<file path="config.mk">
export PLATFORM = sky130hd
export DESIGN_NAME = adder_selftest_driver
export DESIGN_NICKNAME = d
export VERILOG_FILES = /design/src/rtl/adder_st_pkg.sv /design/src/rtl/adder_st_ref_model.sv /design/src/rtl/adder_selftest_driver.sv
export SDC_FILE = /design/constraint.sdc
export NUM_CORES = 1
export LEC_CHECK = 0
export CAP_MARGIN = 20
export CORE_MARGIN = 10
export CORE_UTILIZATION = 55
export CTS_CLUSTER_DIAMETER = 150
export DETAILED_ROUTE_END_ITERATION = 6
export DONT_BUFFER_PORTS = 1
export GPL_TIMING_DRIVEN = 0
export PLACE_DENSITY = 0.68
export SLEW_MARGIN = 20
export SYNTH_ARGS = -nofsm -noshare
export SYNTH_HDL_FRONTEND = slang
export SYNTH_SLANG_ARGS = --single-unit
</file>
<file path="constraint.sdc">
create_clock -name clk -period 3 [get_ports clk]
set_input_delay 0.6 -clock clk [delete_from_list [all_inputs] [get_ports clk]]
set_output_delay 0.6 -clock clk [all_outputs]
set_load 0.05 [all_outputs]
</file>
<file path="src/rtl/adder_st_pkg.sv">
// Shared types and constants for the adder self-test driver.
// Optional feature macro used by the driver: ADDER_ST_STOP_ON_FAIL_EN.
package adder_st_pkg;

  typedef enum logic [2:0] {
    ST_IDLE   = 3'd0,
    ST_DRIVE  = 3'd1,
    ST_SETTLE = 3'd2,
    ST_CHECK  = 3'd3,
    ST_DONE   = 3'd4
  } st_state_e;

  localparam int ST_W    = 3;
  localparam int VEC_W   = 2 * ST_W + 1;
  localparam int N_VEC   = 2 ** VEC_W;
  localparam int A_LSB   = 0;
  localparam int B_LSB   = ST_W;
  localparam int CIN_BIT = 2 * ST_W;

  localparam logic [7:0] ERR_SAT = 8'd255;

  function automatic logic [7:0] sat_inc(input logic [7:0] v);
    logic [7:0] r;
    if (v == ERR_SAT) begin
      r = v;
    end else begin
      r = v + 8'd1;
    end
    return r;
  endfunction

endpackage

</file>
<file path="src/rtl/adder_st_ref_model.sv">
// Combinational reference: {Cin,B,A} -> full-width expected sum (W+1 bits).
module adder_st_ref_model #(
  parameter int W = 3
) (
  input  logic [2*W:0] i_vec,
  output logic [W:0]   o_sum
);

  logic [W-1:0] w_a;
  logic [W-1:0] w_b;
  logic         w_cin;

  assign w_a   = i_vec[0 +: W];
  assign w_b   = i_vec[W +: W];
  assign w_cin = i_vec[2*W];

  // Zero-extend every term so the carry out is kept.
  assign o_sum = {1'b0, w_a} + {1'b0, w_b} + {{W{1'b0}}, w_cin};

endmodule

</file>
<file path="src/rtl/adder_selftest_driver.sv">
// Sweeps every {Cin,B,A} vector through an external adder and checks the sums.
// Build option: ADDER_ST_STOP_ON_FAIL_EN ends the sweep on the first mismatch.
module adder_selftest_driver
  import adder_st_pkg::*;
#(
  parameter int W             = 3,
  parameter int SETTLE_CYCLES = 2
) (
  input  logic           clk,
  input  logic           rst,
  input  logic           ena,
  input  logic           start,
  output logic [7:0]     dut_ui,
  input  logic [7:0]     dut_uo,
  output logic           busy,
  output logic           done,
  output logic           pass,
  output logic [7:0]     err_count,
  output logic [2*W:0]   fail_vec,
  output logic [W:0]     fail_got
);

  localparam int VW = 2 * W + 1;
  localparam int CW = (SETTLE_CYCLES > 1) ? $clog2(SETTLE_CYCLES) : 1;
  localparam logic [VW-1:0] LAST_VEC = {VW{1'b1}};
  localparam logic [CW-1:0] CNT_LAST = CW'(SETTLE_CYCLES - 1);

  if ((2 * W + 1) > 8 || (W + 1) > 8 || SETTLE_CYCLES < 1) begin : g_bad_params
    $error("adder_selftest_driver: illegal W/SETTLE_CYCLES");
  end

  st_state_e     r_state;
  st_state_e     w_state_nxt;
  logic [VW-1:0] r_vec,      w_vec_nxt;
  logic [CW-1:0] r_cnt,      w_cnt_nxt;
  logic [7:0]    r_dut_ui,   w_ui_nxt;
  logic          r_busy,     w_busy_nxt;
  logic          r_done,     w_done_nxt;
  logic          r_pass,     w_pass_nxt;
  logic [7:0]    r_err,      w_err_nxt;
  logic [VW-1:0] r_fail_vec, w_fvec_nxt;
  logic [W:0]    r_fail_got, w_fgot_nxt;

  logic [W:0]    w_exp;
  logic [W:0]    w_got;
  logic          w_mismatch;
  logic          w_last;
  logic          w_unused_uo;

  adder_st_ref_model #(.W(W)) u_ref (
    .i_vec (r_vec),
    .o_sum (w_exp)
  );

  assign w_got       = dut_uo[W:0];
  assign w_unused_uo = ^dut_uo[7:W+1];
  assign w_mismatch  = (w_got != w_exp);

`ifdef ADDER_ST_STOP_ON_FAIL_EN
  assign w_last = (r_vec == LAST_VEC) || w_mismatch;
`else
  assign w_last = (r_vec == LAST_VEC);
`endif

  // Next-state and next-register values; everything holds while ena is low.
  always_comb begin
    w_state_nxt = r_state;
    w_vec_nxt   = r_vec;
    w_cnt_nxt   = r_cnt;
    w_ui_nxt    = r_dut_ui;
    w_busy_nxt  = r_busy;
    w_done_nxt  = r_done;
    w_pass_nxt  = r_pass;
    w_err_nxt   = r_err;
    w_fvec_nxt  = r_fail_vec;
    w_fgot_nxt  = r_fail_got;
    if (ena) begin
      case (r_state)
        ST_IDLE, ST_DONE: begin
          if (start) begin
            w_state_nxt = ST_DRIVE;
            w_vec_nxt   = {VW{1'b0}};
            w_busy_nxt  = 1'b1;
            w_done_nxt  = 1'b0;
            w_pass_nxt  = 1'b0;
            w_err_nxt   = 8'd0;
            w_fvec_nxt  = {VW{1'b0}};
            w_fgot_nxt  = {(W+1){1'b0}};
          end else begin
            w_state_nxt = r_state;
          end
        end
        ST_DRIVE: begin
          w_ui_nxt    = 8'(r_vec);
          w_cnt_nxt   = {CW{1'b0}};
          w_state_nxt = ST_SETTLE;
        end
        ST_SETTLE: begin
          if (r_cnt == CNT_LAST) begin
            w_state_nxt = ST_CHECK;
          end else begin
            w_cnt_nxt = r_cnt + CW'(1);
          end
        end
        ST_CHECK: begin
          if (w_mismatch) begin
            w_err_nxt = sat_inc(r_err);
            // err_count is cleared on start, so zero here means first failure.
            if (r_err == 8'd0) begin
              w_fvec_nxt = r_vec;
              w_fgot_nxt = w_got;
            end else begin
              w_fvec_nxt = r_fail_vec;
            end
          end else begin
            w_err_nxt = r_err;
          end
          if (w_last) begin
            w_state_nxt = ST_DONE;
            w_busy_nxt  = 1'b0;
            w_done_nxt  = 1'b1;
            w_pass_nxt  = (w_err_nxt == 8'd0);
          end else begin
            w_vec_nxt   = r_vec + VW'(1);
            w_state_nxt = ST_DRIVE;
          end
        end
        default: begin
          w_state_nxt = ST_IDLE;
          w_busy_nxt  = 1'b0;
        end
      endcase
    end else begin
      w_state_nxt = r_state;
    end
  end

  // FSM state register.
  always_ff @(posedge clk or posedge rst) begin
    if (rst) begin
      r_state <= ST_IDLE;
    end else begin
      r_state <= w_state_nxt;
    end
  end

  // Vector, settle counter and result registers.
  always_ff @(posedge clk or posedge rst) begin
    if (rst) begin
      r_vec      <= {VW{1'b0}};
      r_cnt      <= {CW{1'b0}};
      r_dut_ui   <= 8'd0;
      r_busy     <= 1'b0;
      r_done     <= 1'b0;
      r_pass     <= 1'b0;
      r_err      <= 8'd0;
      r_fail_vec <= {VW{1'b0}};
      r_fail_got <= {(W+1){1'b0}};
    end else begin
      r_vec      <= w_vec_nxt;
      r_cnt      <= w_cnt_nxt;
      r_dut_ui   <= w_ui_nxt;
      r_busy     <= w_busy_nxt;
      r_done     <= w_done_nxt;
      r_pass     <= w_pass_nxt;
      r_err      <= w_err_nxt;
      r_fail_vec <= w_fvec_nxt;
      r_fail_got <= w_fgot_nxt;
    end
  end

  assign dut_ui    = r_dut_ui;
  assign busy      = r_busy;
  assign done      = r_done;
  assign pass      = r_pass;
  assign err_count = r_err;
  assign fail_vec  = r_fail_vec;
  assign fail_got  = r_fail_got;

endmodule

</file>
### After elaboration in Yosys (flattened, before gate mapping)

Index checks and enable logic that the tools add are counted.

* register bits: 40
* input bits: 12
* output and inout bits: 30
* word-level logic and storage cells: 74

* add/subtract/negate cells: 5
* eq/ne operators: 13
* mux-type cells: 30
* bitwise logic cells: 1
* reduce and logical (&&, ||, !) cells: 15

Operator list (number)
* two-way mux 8 bit: 5
* two-way mux 7 bit: 4
* case mux 7 bit (2 select lines): 2
* logical NOT 8 bit: 2
* case mux 8 bit (2 select lines): 1
* two-way mux 4 bit: 3
* != test 2 bit (second input constant): 6
* case mux 3 bit (4 select lines): 1
* AND reduction 4 bit: 3
* two-way mux 3 bit: 3
* adder 8 x 1 -> 8 bit (second input constant): 1
* equality test 8 bit (second input constant): 1
* case mux 4 bit (2 select lines): 1
* adder 7 x 1 -> 7 bit (second input constant): 1
* equality test 7 bit (second input constant): 1
* equality test 3 x 2 -> 1 bit (second input constant): 2
* two-way mux 1 bit: 6
* case mux 1 bit (2 select lines): 3
* AND reduction 3 bit: 2
* AND reduction 5 bit: 1
* adder 3 x 3 -> 4 bit: 1
* adder 4 x 1 -> 4 bit: 1
* != test 4 bit: 1
* AND reduction 2 bit: 2
* 8 further kinds: 10

### Depth between registers and ports, before layout

* depth after elaboration: 9
* gate-level depth with buffers: 10
* mapped depth without buffers: 9

### By module

A second synthesis with hierarchy kept.

* cells, all modules: 220
* area total of the unflattened synthesis: 2214.6 µm²

Modules (own cells, without submodules)
* adder_selftest_driver: instances 1, cells each 207, area an instance 2105.8 µm², sequential area each 1001.0 µm²
* adder_st_ref_model: instances 1, cells each 13, area an instance 108.9 µm², sequential area each 0.0 µm²

### Least setup slack after synthesis

No wires, ideal clock.

* path type: register to register
* from: reg r_vec[0]
* to: reg r_pass, in the netlist pass
* setup time: 104 ps
* arrival: 2563 ps
* required time: 2896 ps
* slack: 334 ps
* cell stages (with the launch flop): 10
* path buffers: 0
* period minus slack after synthesis: 2666 ps
* cell sequence: dfrtp_1 fa_1 inv_1 fa_1 xnor2_1 nor2_1 o211ai_2 a211oi_1 o221ai_2 o41ai_2

* longest elaborated chain between the ends: 9
* elaborated cells on any way between the ends: 12
* those cells by class: add/sub (2); eq/ne (3); mux (5); reduce/logical (2)

RTL lines
* from (decl): line adder_selftest_driver.sv:34 `logic [VW-1:0] r_vec, w_vec_nxt;`
* from (signal assigned): line adder_selftest_driver.sv:150 `r_vec <= {VW{1'b0}};`
* from (signal assigned): line adder_selftest_driver.sv:160 `r_vec <= w_vec_nxt;`
* adder 3 x 3 -> 4 bit: line adder_st_ref_model.sv:18 `assign o_sum = {1'b0, w_a} + {1'b0, w_b} + {{W{1'b0}}, w_cin};`
* adder 4 x 1 -> 4 bit: line adder_st_ref_model.sv:18
* != test 4 bit: line adder_selftest_driver.sv:57 `assign w_mismatch = (w_got != w_exp);`
* two-way mux 8 bit: line adder_selftest_driver.sv:106 `if (w_mismatch) begin`
* two-way mux 8 bit: line adder_selftest_driver.sv:78 `case (r_state)`
* two-way mux 8 bit: line adder_selftest_driver.sv:77 `if (ena) begin`
* logical NOT 8 bit: line adder_selftest_driver.sv:122 `w_pass_nxt = (w_err_nxt == 8'd0);`
* two-way mux 1 bit: line adder_selftest_driver.sv:118 `if (w_last) begin`
* case mux 1 bit (2 select lines): line adder_selftest_driver.sv:78
* to (signal assigned): line adder_selftest_driver.sv:165 `r_pass <= w_pass_nxt;`
* to (decl): line adder_selftest_driver.sv:39 `logic r_pass, w_pass_nxt;`

Parallel ways exist; a longest one is shown, timed or not. The select of a mux whose other input is x is not followed.
A chain may end at the register's enable or synchronous reset.

### Final worst setup path

* from: reg r_vec[3]
* to: reg r_pass, in the netlist pass

Same word-level chain as after synthesis.

==> out/results.ini <==
[sta]
period_share_pct = 92.2
skew_ns = 0.00417
report.final.setup_viol = 0
slew_headroom_pct = 54.4
hold_viol_final = 0
clock.fmax_mhz = 361
rsz0062_at_grt = no
min_period_ns = 2.77
drv_slew = 0
worst_pin_slew_ns = 0.684
setup_tns_ns = 0

[worst_hold_path]
hold_path.class = in2async

[yosys]
syn_area_mm2 = 0.00228
syn_avg_cell_area_um2 = 9.92
ys_types = 52
ys_ff_latch = 40
yosysWarnings = 0
synth_edf_count = 0
seq_area_frac_synth_pct = 43.9
yosysMostFrequentCell = dfrtp_1
yosys.area.top_type = dfrtp_1
synth_ff_type = dfrtp_1
synth_top_area_share_pct = 43.9
async_reset_ff_share_pct = 100
synth_area_leaders = dfrtp_1, mux2i_1, mux2_2
netlist_top_cells_count = dfrtp_1, nor2_1, nand2_1
synth_fp_nets = 249
synth_cells = 230

[pwr]
p_int_mw = 1.18
power.switching_mw = 1.01
cellLeakagePower_nw = 1.14
clkPwrFrac_pct = 20.6
finalPower_mw = 2.19
powerDensity_mw_per_mm2 = 879
vdd_ir_drop_max_uv = 692
p_comb_share_pct = 31.0
switching_share_pct = 46.0
pwr-share-seq_pct = 48.4

[clocking]
insertion_delay_ns = 0.30
clock_sinks = 40
postCtsSetupRepairBufs = 0
cts_root_buf = clkbuf_8
cts_tree = built
clk_path_buf_depth = 2
cts_buffers = 5
clk_pin_slew_ns = 0.08
htreeDepth = 2

[detailed_routing]
routedWlPerCell_um = 16.6
drtIter0Drc = 146
first_pass_iters = 4
drtAntennaViolNets = 0
drc = 0
drt-total-wl_um = 4800
dr_total_vias = 1678
avgViaCountPerCell = 5.81

[place]
gp_congestion = 0.900
place_area_mm2 = 0.00236
dp_hpwl_um = 3600
portBuffers = 0

[critical_path]
r2r-start = r_vec[3]$_DFFE_PP0P_
cp_max_fo = 9
arrival_ns = 2.97
crit_type = reg2reg
crit_top_cell = fa_1
start_kind = register
crit_chain = fa_1 > inv_1 > fa_1 > xnor2_1 > nor2_2 > o211ai_2 > a211oi_2 > o221ai_2 > o41ai_2
cpPeakStageDelay_ns = 0.48
crit_path_end_kind = register
startpoint = r_vec[3]$_DFFE_PP0P_
critPathSlowestCell = dfrtp_1
cp.required_ns = 3.20

[grt]
grt_pass1_wl_um = 8270
grt_max_degree = 29
overflow = 0
antenna_found_initial = 0
grt_pass1_vias = 1630
grtUsageTotal_pct = 13.9

[job]
cap_violations = 0

[floorplan]
fp.dieArea_mm2 = 0.00712
io_pins = 42
die_y_um = 84.4
die_x_um = 84.4
coreArea_mm2 = 0.00400
start_util_pct = 57.0
num_rows = 23

[finish]
antenna_cells = 0
drive_above_1_share_pct = 18.4
postLayoutCoreUtil_pct = 62.3
final_area_mm2 = 0.00249
nets = 257
syn2layout_area_growth_pct = 9.22

[status]
status = finished, final reports clean

[metrics by stage]
step	hold slack (ns)	std cells	setup slack [ns]
floorplan	0.483	230	0.334
global placement	0.506	280	0.150
detailed placement	0.451	281	0.108
CTS	0.122	289	0.0783
global route	0.139	289	0.0182
finish	0.120	289	0.233
[cells in the final DEF (no fill, tap or decap), types with 3 or more instances in the layout]
| cell | count |
|---|---|
| a21oi_1 | 11 |
| a22o_1 | 5 |
| a311oi_1 | 3 |
| and3_1 | 7 |
| buf_2 | 6 |
| clkbuf_1 | 3 |
| clkbuf_8 | 5 |
| dfrtp_1 | 39 |
| ha_1 | 5 |
| inv_1 | 14 |
| mux2_2 | 8 |
| mux2i_1 | 10 |
| nand2_1 | 23 |
| nand3_1 | 5 |
| nor2_1 | 23 |
| nor3_1 | 4 |
| o21ai_0 | 7 |
| o21ai_1 | 3 |
| o22ai_1 | 3 |
| o31ai_1 | 3 |
| xnor2_1 | 3 |
| xor2_1 | 5 |
[power by group through the flow]
stage               logic [mW]  registers [mW]  clock network, mW
CTS                      0.676            1.06              0.466
finish                   0.679            1.06              0.452
floorplan                0.555            1.03                  0
detailed placement       0.671            1.07                  0
global placement         0.660            1.07                  0
global route             0.771            1.08              0.484
[flip-flops by register name, indices dropped and copies added, names as in the netlist, 3 cells and up]
register and flops:
r_state 3, r_vec 7, fail_vec 7, dut_ui 7, err_count 8, fail_got 4
[critical path: cells and delay by family, from the launching register on]
| family | cells | cell delay, ns |
|---|---|---|
| AO/OA/AOI/OAI | 4 | 0.94 |
| AND/OR/NAND/NOR | 1 | 0.14 |
| adder cells (fa/ha/maj) | 2 | 0.88 |
| XOR/XNOR | 1 | 0.15 |
| flip-flops | 1 | 0.48 |
| buffers and inverters | 1 | 0.08 |
[routing by layer]
metal | up-vias | wire, µm | global-route usage [%] | part of all wire (%)
li1 | 824 | - | - | -
met1 | 784 | 2100 | 17.4 | 44
met2 | 61 | 2090 | 20.2 | 44
met3 | 9 | 523 | 6.28 | 11
met4 | 0 | 80 | 5.84 | 1.7
met5 | - | 0 | 0 | 0
[layout make-up]
| type | count | area [µm²] |
|---|---|---|
| multi-input combinational | 163 | 1170 |
| timing repair buffer | 1 | 20.0 |
| tap | 50 | 62.6 |
| clock inverter | 3 | 47.5 |
| clock buffer | 5 | 68.8 |
| fill | 341 | 1510 |
| sequential | 40 | 1000 |
| inverter | 16 | 60.1 |
| buffer | 11 | 56.3 |
[cell families after synthesis]
logic type | synth area share, %
other | 0.164
AND/OR/NAND/NOR | 18.1
XOR/XNOR | 3.79
buffers and inverters | 4.99
flip-flops | 43.9
adder cells (fa/ha/maj) | 4.50
multiplexers | 8.83
AO/OA/AOI/OAI | 15.7
[final timing paths]
kind | endpoint | slack (ns) | cells after the start
worst min-delay path | err_count[7]$_DFFE_PP0P_ | 0.12 | 1
min in group clk | fail_got[2]$_DFFE_PP0P_ | 0.43 | 1
max in group asynchronous | r_vec[0]$_DFFE_PP0P_ | 2.44 | 2
worst max-delay path | pass$_DFFE_PP0P_ | 0.23 | 9
worst max register to register | pass$_DFFE_PP0P_ | 0.23 | 9
worst min register to register | r_cnt$_DFFE_PP0P_ | 0.55 | 2
[what timing repair did]
item                                    in CTS  in global routing
hold buffers                                 0                  0
hold endpoints to repair                     0                  0
gates resized for setup                      0                  4
endpoints found under the setup margin       0                 11
No activity file was read; power rests on OpenSTA's default activity.
